<file path="src/rtl/seq_pattern_gen_if.sv">
// Handshake and status bundle for the serial pattern transmitter.
// The controller side (bench or sequencer) uses master; the generator uses slave.
interface seq_pattern_gen_if #(
    parameter int GAP_W = 4
);
    logic             start;
    logic [7:0]       repeat_count;
    logic [GAP_W-1:0] gap_len;
    logic             dout;
    logic             dout_valid;
    logic             busy;
    logic             done;
    logic [7:0]       sent_count;

    modport master (
        output start, repeat_count, gap_len,
        input  dout, dout_valid, busy, done, sent_count
    );

    modport slave (
        input  start, repeat_count, gap_len,
        output dout, dout_valid, busy, done, sent_count
    );
endinterface

</file>
<file path="src/rtl/seq_pattern_gen.sv">
// Serial pattern transmitter: emits PATTERN MSB first, repeated a latched
// number of times with a latched run of zero bits between repeats.
//
//   state | meaning
//   IDLE  | waiting for start; outputs quiet, sent_count holds last value
//   SHIFT | presenting pattern bit PATTERN[idx]
//   GAP   | presenting a zero bit between two pattern instances
//   DONE  | one-cycle done pulse, then back to IDLE
//
// Every output is a register loaded with the value belonging to the next
// state, so outputs change on the same edge as the state.
module seq_pattern_gen #(
    parameter int             PAT_W   = 4,
    parameter logic [PAT_W-1:0] PATTERN = 4'b1011,
    parameter int             GAP_W   = 4
) (
    input  logic              clk,
    input  logic              reset,
    seq_pattern_gen_if.slave  bus
);
    localparam int IDX_W = $clog2(PAT_W);
    localparam logic [IDX_W-1:0] IDX_MSB = IDX_W'(PAT_W - 1);

    typedef enum logic [1:0] {IDLE, SHIFT, GAP, DONE} state_t;

    state_t           state, state_nxt;
    logic [IDX_W-1:0] idx, idx_nxt;
    logic [GAP_W-1:0] gap_lat, gap_lat_nxt;
    logic [GAP_W-1:0] gap_cnt, gap_cnt_nxt;
    logic [7:0]       reps_lat, reps_lat_nxt;
    logic [7:0]       sent_q, sent_nxt;
    logic             dout_q, dout_nxt;
    logic             valid_q, valid_nxt;
    logic             busy_q, busy_nxt;
    logic             done_q, done_nxt;
    logic [IDX_W-1:0] idx_m1;
    logic             last_inst;

    assign idx_m1    = idx - 1'b1;
    assign last_inst = ((sent_q + 8'd1) == reps_lat);

    // State and output registers; reset clears everything, abandoning any burst.
    always_ff @(posedge clk) begin
        if (reset) begin
            state    <= IDLE;
            idx      <= '0;
            gap_lat  <= '0;
            gap_cnt  <= '0;
            reps_lat <= '0;
            sent_q   <= '0;
            dout_q   <= 1'b0;
            valid_q  <= 1'b0;
            busy_q   <= 1'b0;
            done_q   <= 1'b0;
        end else begin
            state    <= state_nxt;
            idx      <= idx_nxt;
            gap_lat  <= gap_lat_nxt;
            gap_cnt  <= gap_cnt_nxt;
            reps_lat <= reps_lat_nxt;
            sent_q   <= sent_nxt;
            dout_q   <= dout_nxt;
            valid_q  <= valid_nxt;
            busy_q   <= busy_nxt;
            done_q   <= done_nxt;
        end
    end

    // Next state plus the output values that accompany it.
    always_comb begin
        state_nxt    = state;
        idx_nxt      = idx;
        gap_lat_nxt  = gap_lat;
        gap_cnt_nxt  = gap_cnt;
        reps_lat_nxt = reps_lat;
        sent_nxt     = sent_q;
        dout_nxt     = 1'b0;
        valid_nxt    = 1'b0;
        busy_nxt     = 1'b0;
        done_nxt     = 1'b0;
        unique case (state)
            IDLE: begin
                if (bus.start) begin
                    sent_nxt = '0;
                    if (bus.repeat_count != 8'd0) begin
                        reps_lat_nxt = bus.repeat_count;
                        gap_lat_nxt  = bus.gap_len;
                        idx_nxt      = IDX_MSB;
                        state_nxt    = SHIFT;
                        dout_nxt     = PATTERN[PAT_W-1];
                        valid_nxt    = 1'b1;
                        busy_nxt     = 1'b1;
                    end else begin
                        state_nxt = DONE;
                        done_nxt  = 1'b1;
                    end
                end
            end
            SHIFT: begin
                if (idx == '0) begin
                    sent_nxt = sent_q + 8'd1;
                    if (last_inst) begin
                        state_nxt = DONE;
                        done_nxt  = 1'b1;
                    end else if (gap_lat == '0) begin
                        idx_nxt   = IDX_MSB;
                        dout_nxt  = PATTERN[PAT_W-1];
                        valid_nxt = 1'b1;
                        busy_nxt  = 1'b1;
                    end else begin
                        state_nxt   = GAP;
                        gap_cnt_nxt = gap_lat;
                        valid_nxt   = 1'b1;
                        busy_nxt    = 1'b1;
                    end
                end else begin
                    idx_nxt   = idx_m1;
                    dout_nxt  = PATTERN[idx_m1];
                    valid_nxt = 1'b1;
                    busy_nxt  = 1'b1;
                end
            end
            GAP: begin
                // gap_cnt counts the gap cycles still to present, this one included
                if (gap_cnt == GAP_W'(1)) begin
                    state_nxt = SHIFT;
                    idx_nxt   = IDX_MSB;
                    dout_nxt  = PATTERN[PAT_W-1];
                end else begin
                    gap_cnt_nxt = gap_cnt - 1'b1;
                end
                valid_nxt = 1'b1;
                busy_nxt  = 1'b1;
            end
            DONE: begin
                state_nxt = IDLE;
            end
            default: begin
                state_nxt = IDLE;
            end
        endcase
    end

    assign bus.dout       = dout_q;
    assign bus.dout_valid = valid_q;
    assign bus.busy       = busy_q;
    assign bus.done       = done_q;
    assign bus.sent_count = sent_q;
endmodule

</file>
<file path="src/flat_wrapper.sv">
// flat-port wrapper written by rule: the top's interface ports become plain ports
module seq_pattern_gen_flat 
#(
    parameter int             PAT_W   = 4,
    parameter logic [PAT_W-1:0] PATTERN = 4'b1011,
    parameter int             GAP_W   = 4
)
  (clk, reset, bus_start, bus_repeat_count, bus_gap_len, bus_dout, bus_dout_valid, bus_busy, bus_done, bus_sent_count);
  seq_pattern_gen_if #(.GAP_W(GAP_W)) bus_i ();
  input  logic clk;
  input  logic reset;
  input wire logic [$bits(bus_i.start)-1:0] bus_start;
  input wire logic [$bits(bus_i.repeat_count)-1:0] bus_repeat_count;
  input wire logic [$bits(bus_i.gap_len)-1:0] bus_gap_len;
  output wire logic [$bits(bus_i.dout)-1:0] bus_dout;
  output wire logic [$bits(bus_i.dout_valid)-1:0] bus_dout_valid;
  output wire logic [$bits(bus_i.busy)-1:0] bus_busy;
  output wire logic [$bits(bus_i.done)-1:0] bus_done;
  output wire logic [$bits(bus_i.sent_count)-1:0] bus_sent_count;
  assign bus_i.start = bus_start;
  assign bus_i.repeat_count = bus_repeat_count;
  assign bus_i.gap_len = bus_gap_len;
  assign bus_dout = bus_i.dout;
  assign bus_dout_valid = bus_i.dout_valid;
  assign bus_busy = bus_i.busy;
  assign bus_done = bus_i.done;
  assign bus_sent_count = bus_i.sent_count;
  seq_pattern_gen #(.PAT_W(PAT_W), .PATTERN(PATTERN), .GAP_W(GAP_W)) u_core (.clk(clk), .reset(reset), .bus(bus_i));
endmodule
</file>
<file path="config.mk">
export PLATFORM = sky130hd
export DESIGN_NAME = seq_pattern_gen_flat
export DESIGN_NICKNAME = d
export VERILOG_FILES = /design/src/rtl/seq_pattern_gen_if.sv /design/src/rtl/seq_pattern_gen.sv /design/src/flat_wrapper.sv
export SDC_FILE = /design/constraint.sdc
export NUM_CORES = 1
export LEC_CHECK = 0
export ABC_AREA = 0
export CORE_MARGIN = 2
export CORE_UTILIZATION = 58
export CTS_CLUSTER_DIAMETER = 200
export DETAILED_ROUTE_END_ITERATION = 10
export HOLD_SLACK_MARGIN = 0.12
export PLACE_DENSITY = 0.84
export SYNTH_ARGS = -nofsm -noshare
export SYNTH_HDL_FRONTEND = slang
export SYNTH_SLANG_ARGS = --single-unit
</file>
<file path="constraint.sdc">
create_clock -name clk -period 3.6 [get_ports clk]
set_input_delay 0.72 -clock clk [delete_from_list [all_inputs] [get_ports clk]]
set_output_delay 0.72 -clock clk [all_outputs]
set_load 0.01 [all_outputs]
</file>
### Word-level counts from Yosys, hierarchy flattened

Cells that the tools add are included.

| operators by class | value |
|---|---|
| add/sub/neg operators | 3 |
| order comparisons | 1 |
| equal/unequal tests | 15 |
| muxes and demuxes | 39 |
| reductions and logical operators | 12 |

Operator list:

| kind | count |
|---|---|
| 2-bit 2-to-1 mux | 12 |
| 4-bit 2-to-1 mux | 4 |
| 8-bit 2-to-1 mux | 2 |
| 8-bit one-hot mux with 2 select lines | 1 |
| 1-bit 2-to-1 mux | 13 |
| 8-bit by 1-bit adder with 8-bit output (second input constant) | 1 |
| 8-bit == test | 1 |
| 2-bit inequality test (second input constant) | 4 |
| 2-bit one-hot mux with 4 select lines | 1 |
| 4-bit one-hot mux with 2 select lines | 1 |
| 8-bit nonzero test | 1 |
| 2-bit by 1-bit inequality test with 1-bit output (second input constant) | 3 |
| 3-bit inequality test (second input constant) | 2 |
| 1-bit one-hot mux with 3 select lines | 2 |
| 2-bit one-hot mux with 3 select lines | 1 |
| 3-bit AND reduction | 2 |
| 6-bit AND reduction | 1 |
| 5-bit AND reduction | 1 |
| 2-bit == test (second input constant) | 2 |
| 4-bit by 1-bit == test with 1-bit output (second input constant) | 1 |
| 2-bit zero test | 2 |
| 4-bit zero test | 1 |
| 4-bit AND reduction | 1 |
| 2-bit nonzero test | 2 |
| other kinds (8) | 8 |

| word-level totals | value |
|---|---|
| register bits after elaboration | 31 |
| word-level logic and storage cells | 79 |

### Depth between registers and ports, before layout

| logic depth | value |
|---|---|
| depth after elaboration | 5 |
| mapped depth | 8 |
| depth with buffers taken out | 8 |

### Worst setup path after synthesis

No wires, ideal clock.

| timing path | value |
|---|---|
| path type | flip-flop to flip-flop |
| start point | reg u_core.sent_q[0] (netlist: u_core.bus.sent_count[0]) |
| end point | reg u_core.idx[1] |
| arrival time | 2.017 ns |
| data required time | 3.526 ns |
| setup slack | 1.508 ns |
| cell stages (with the launch flop) | 8 |
| path buffers | 0 |
| path through | dfxtp_1 ha_1 a31oi_1 a211o_1 a32o_1 o211a_4 or3_1 a31oi_1 |

| between the ends | value |
|---|---|
| word-level cells in the longest chain between the ends | 4 |

RTL lines:

| item | line | RTL |
|---|---|---|
| from (decl) | seq_pattern_gen.sv:31 | `logic [7:0] sent_q, sent_nxt;` |
| from (signal assigned) | seq_pattern_gen.sv:61 | `sent_q <= sent_nxt;` |
| 8-bit by 1-bit adder with 8-bit output | seq_pattern_gen.sv:40 | `assign last_inst = ((sent_q + 8'd1) == reps_lat);` |
| 8-bit == test | seq_pattern_gen.sv:40 |  |
| 3-bit inequality test (no line) | -- |  |
| 6-bit AND reduction (no line) | -- |  |
| to (signal assigned) | seq_pattern_gen.sv:57 | `idx <= idx_nxt;` |
| to (decl) | seq_pattern_gen.sv:27 | `logic [IDX_W-1:0] idx, idx_nxt;` |

Every way passes these cells.
A chain may end at the register's enable or synchronous reset.

### Final worst setup path

| timing path | value |
|---|---|
| start point | in bus_repeat_count[6] |
| end point | reg u_core.idx[1] |

| between the ends | value |
|---|---|
| word-level cells in the longest chain between the ends | 3 |

RTL lines:

| item | line | RTL |
|---|---|---|
| from (decl) | flat_wrapper.sv:13 | `input wire logic [$bits(bus_i.repeat_count)-1:0] bus_repeat_count;` |
| 8-bit nonzero test | seq_pattern_gen.sv:85 | `if (bus.repeat_count != 8'd0) begin` |
| 2-bit by 1-bit inequality test with 1-bit output (no line) | -- |  |
| 6-bit AND reduction (no line) | -- |  |

Every way passes these cells.

==> metrics.md <==
| Metric | Value |
|---|---|
| Lkg Pwr | 0.820 nW |
| Maxcap violations | 0 |
| Post-CTS Setup Bufs | 0 |
| Hold depth | 2 |
| Total track usage | 24.5% |
| Dpl hpwl | 2940 um |
| Main flop type after synthesis | dfxtp_1 |
| Area of the mapped netlist | 0.00186 mm^2 |
| Initial DRC Count | 70 |
| Switch Pwr | 0.000282 W |
| Placed cell area | 0.00212 mm^2 |
| Final setup vio count | 0 |
| Final setup margin | 1.20 ns |
| DR pass1 iterations | 4 |
| Worst Skew | 0.0101 ns |
| Post-synth top area share | 33.3% |
| Crit-path max FO | 2 |
| Nets | 266 |
| Clk slew on worst S/H paths | 0.09 ns |
| Number of buffers on the longest clock path | 2 |
| Num CTS Buffers | 5 |
| Critical Path Start Type | primary input |
| Die area | 0.00368 mm^2 |
| Syn Inst Count | 225 |
| Routed vias | 1700 |
| Worst slew margin | 41.4% |
| Synth cell count leaders | nor2_1 (36), dfxtp_1 (31), a21oi_1 (17) |
| Peak supply drop | 277 uV |
| Initial Util | 61.0% |
| Share of cells above drive strength 1 | 9.72% |
| Clk Latency, worst-skew pair | 0.33 ns |
| Tot Pwr | 0.000885 W |
| Yosys warns | 0 |
| Post-synthesis net count | 245 |
| Setup CP Type | primary input to register |
| Cell variety after synth | 52 |
| Arr. time, crit path | 2.58 ns |
| Seq/Total Area, Yosys | 33.3% |
| Placer Congestion | 0.866 |
| Placeable Area | 0.00305 mm^2 |
| Post-CTS sizing | 0 |
| Hold path start | u_core.gap_cnt[2] |
| IO Port Bufs | 26 |
| Clock power frac | 26.2% |
| Final non-filler cell area | 0.00219 mm^2 |
| H-tree Lvls | 2 |
| Drt via density | 5.84 |
| Mean Syn Cell Area | 8.28 um^2 |
| Net Sw Frac | 31.9% |
| Maximum clock rate | 416 MHz |
| Vias in the first global route | 1461 |
| Final wirelength | 3980 um |
| RSZ-0062 raised after global routing | no |
| Die Height | 60.7 um |
| DRC violations left | 0 |
| Pin count of the biggest net entering global routing | 26 |
| Setup TNS Final | 0 ns |
| Detail Route Antenna Nets | 0 |
| Max-slew violations | 0 |
| First-pass GRT wire length | 6770 um |
| Yosys reg bits | 31 |
| CTS tree | yes |
| R2R cell count | 7 |
| Routed length per instance | 13.7 um |
| Sequential power share | 45.4% |
| Area contributors post-synth | dfxtp_1 (33%), mux2i_1 (7.5%), nor2_1 (7.3%) |
| Clock Tree Root | clkbuf_4 |
| Layout area overhead | 17.6% |
| Antenna violations before repair | 0 |
| CP startpoint | bus_repeat_count[6] |
| Period utilization | 66.7% |
| Synth async-reset ratio | 0% |
| # diodes | 0 |
| Dpl ws | 0.878 ns |
| R2R Path Start | u_core.idx[0] |
| Status | finished, final reports clean |
| Final hold violation count | 0 |
| Post-synth EDFFs | 0 |
| Chip width | 60.7 um |
| Least-Margin Pin Slew | 0.876 ns |
| TritonCTS Sinks | 31 |
| Hold crit path type | register to register |
| Cell taking the most area after synthesis | dfxtp_1 |
| PwrDens | 404 mW/mm^2 |
| Number of hold buffers added after cts | 0 |
| Top-count cell post-synth | nor2_1 |
| Combinational power share | 28.3% |
| Worst path required time | 3.78 ns |
| GRT Residual Overflow | 0 |
| CP Capture Type | register |
| Pint | 0.000603 W |
| I/O pin total | 27 |
| Fin crit period | 2.40 ns |
| Row count | 20 |
[critical path, stage by stage]
cell             delay [ns]
clkdlybuf4s50_1        0.41
or4_1                  0.58
nor3_1                 0.31
or3b_2                 0.17
o21ai_0                0.12
mux2i_1                0.18
a31oi_1                0.09
[power by group through the flow]
stage	sequential, W	clock, W	combinational (W)
2_1_floorplan	0.000398	0	0.000187
6_report	0.000402	0.000232	0.000251
3_5_place_dp	0.000409	0	0.000248
3_3_place_gp	0.000408	0	0.000245
4_1_cts	0.000401	0.000240	0.000249
5_1_grt	0.000407	0.000254	0.000280
[path summary, 6_finish.rpt]
| check | to | slack, ns |
|---|---|---|
| worst min-delay path | u_core.gap_cnt[2] | 0.52 |
| worst max register to register | u_core.bus.sent_count[5] | 1.34 |
| worst max-delay path | u_core.idx[1] | 1.20 |
| worst min register to register | u_core.gap_cnt[2] | 0.52 |
[area by class of cell]
| class | instances | area, um^2 |
|---|---|---|
| flip-flops and latches | 31 | 621 |
| repair buffers | 29 | 283 |
| fillers | 241 | 862 |
| multi-input cells | 175 | 1150 |
| inverters | 4 | 15.0 |
| well taps | 44 | 55.1 |
| clock buffers | 8 | 68.8 |
[per-layer routing]
layer | global-route usage [%] | vias up | part of all wire, %
met5 | 0 | - | 0
met4 | 6.52 | 0 | 2.2
met3 | 5.76 | 9 | 6.4
met2 | 36.6 | 51 | 43
met1 | 35.7 | 782 | 48
li1 | - | 858 | -
[registers in the layout, indices dropped and copies added, names as in the netlist]
register	count
u_core.bus.busy	1
u_core.bus.done	1
u_core.bus.dout	1
u_core.bus.sent_count	8
u_core.gap_cnt	4
u_core.gap_lat	4
u_core.idx	2
u_core.reps_lat	8
u_core.state	2
[through the flow]
step	utilization, %	hold slack [ns]	std cells
4_1_cts	71.8	0.521	291
5_1_grt	71.8	0.542	291
2_1_floorplan	-	0.468	225
6_report	71.8	0.518	291
3_5_place_dp	69.5	0.506	283
3_3_place_gp	69.5	0.495	283
[placed cells by master (no fill, tap or decap), types with 2 or more instances in the layout]
cell type        instances
nor2_1                  36
dfxtp_1                 31
clkdlybuf4s50_1         26
a21oi_1                 17
mux2i_1                 14
o21ai_0                 13
nand2_1                 10
nor3_1                   8
nand2b_1                 7
xnor2_1                  6
ha_1                     5
clkbuf_4                 5
inv_1                    4
nor2b_1                  4
or4_1                    4
nand3_1                  3
nand4_1                  3
nor3b_1                  3
buf_4                    3
and4_2                   2
and2_1                   2
a31oi_1                  2
a211o_1                  2
xor2_1                   2
nand3b_1                 2
o32ai_1                  2
a22oi_1                  2
or3_1                    2
clkbuf_8                 2
[logic make-up after synthesis]
group,Yosys count,share of synthesized area [%]
xor gates and xnor gates,8,3.76
adders and majority gates,5,3.36
DFF,31,33.3
muxes,14,7.52
and+or+nand+nor,96,27.7
AOI/OAI and AO/OA,52,19.1
buffers and inverters,19,5.31
(Power assumes the default switching activity.)
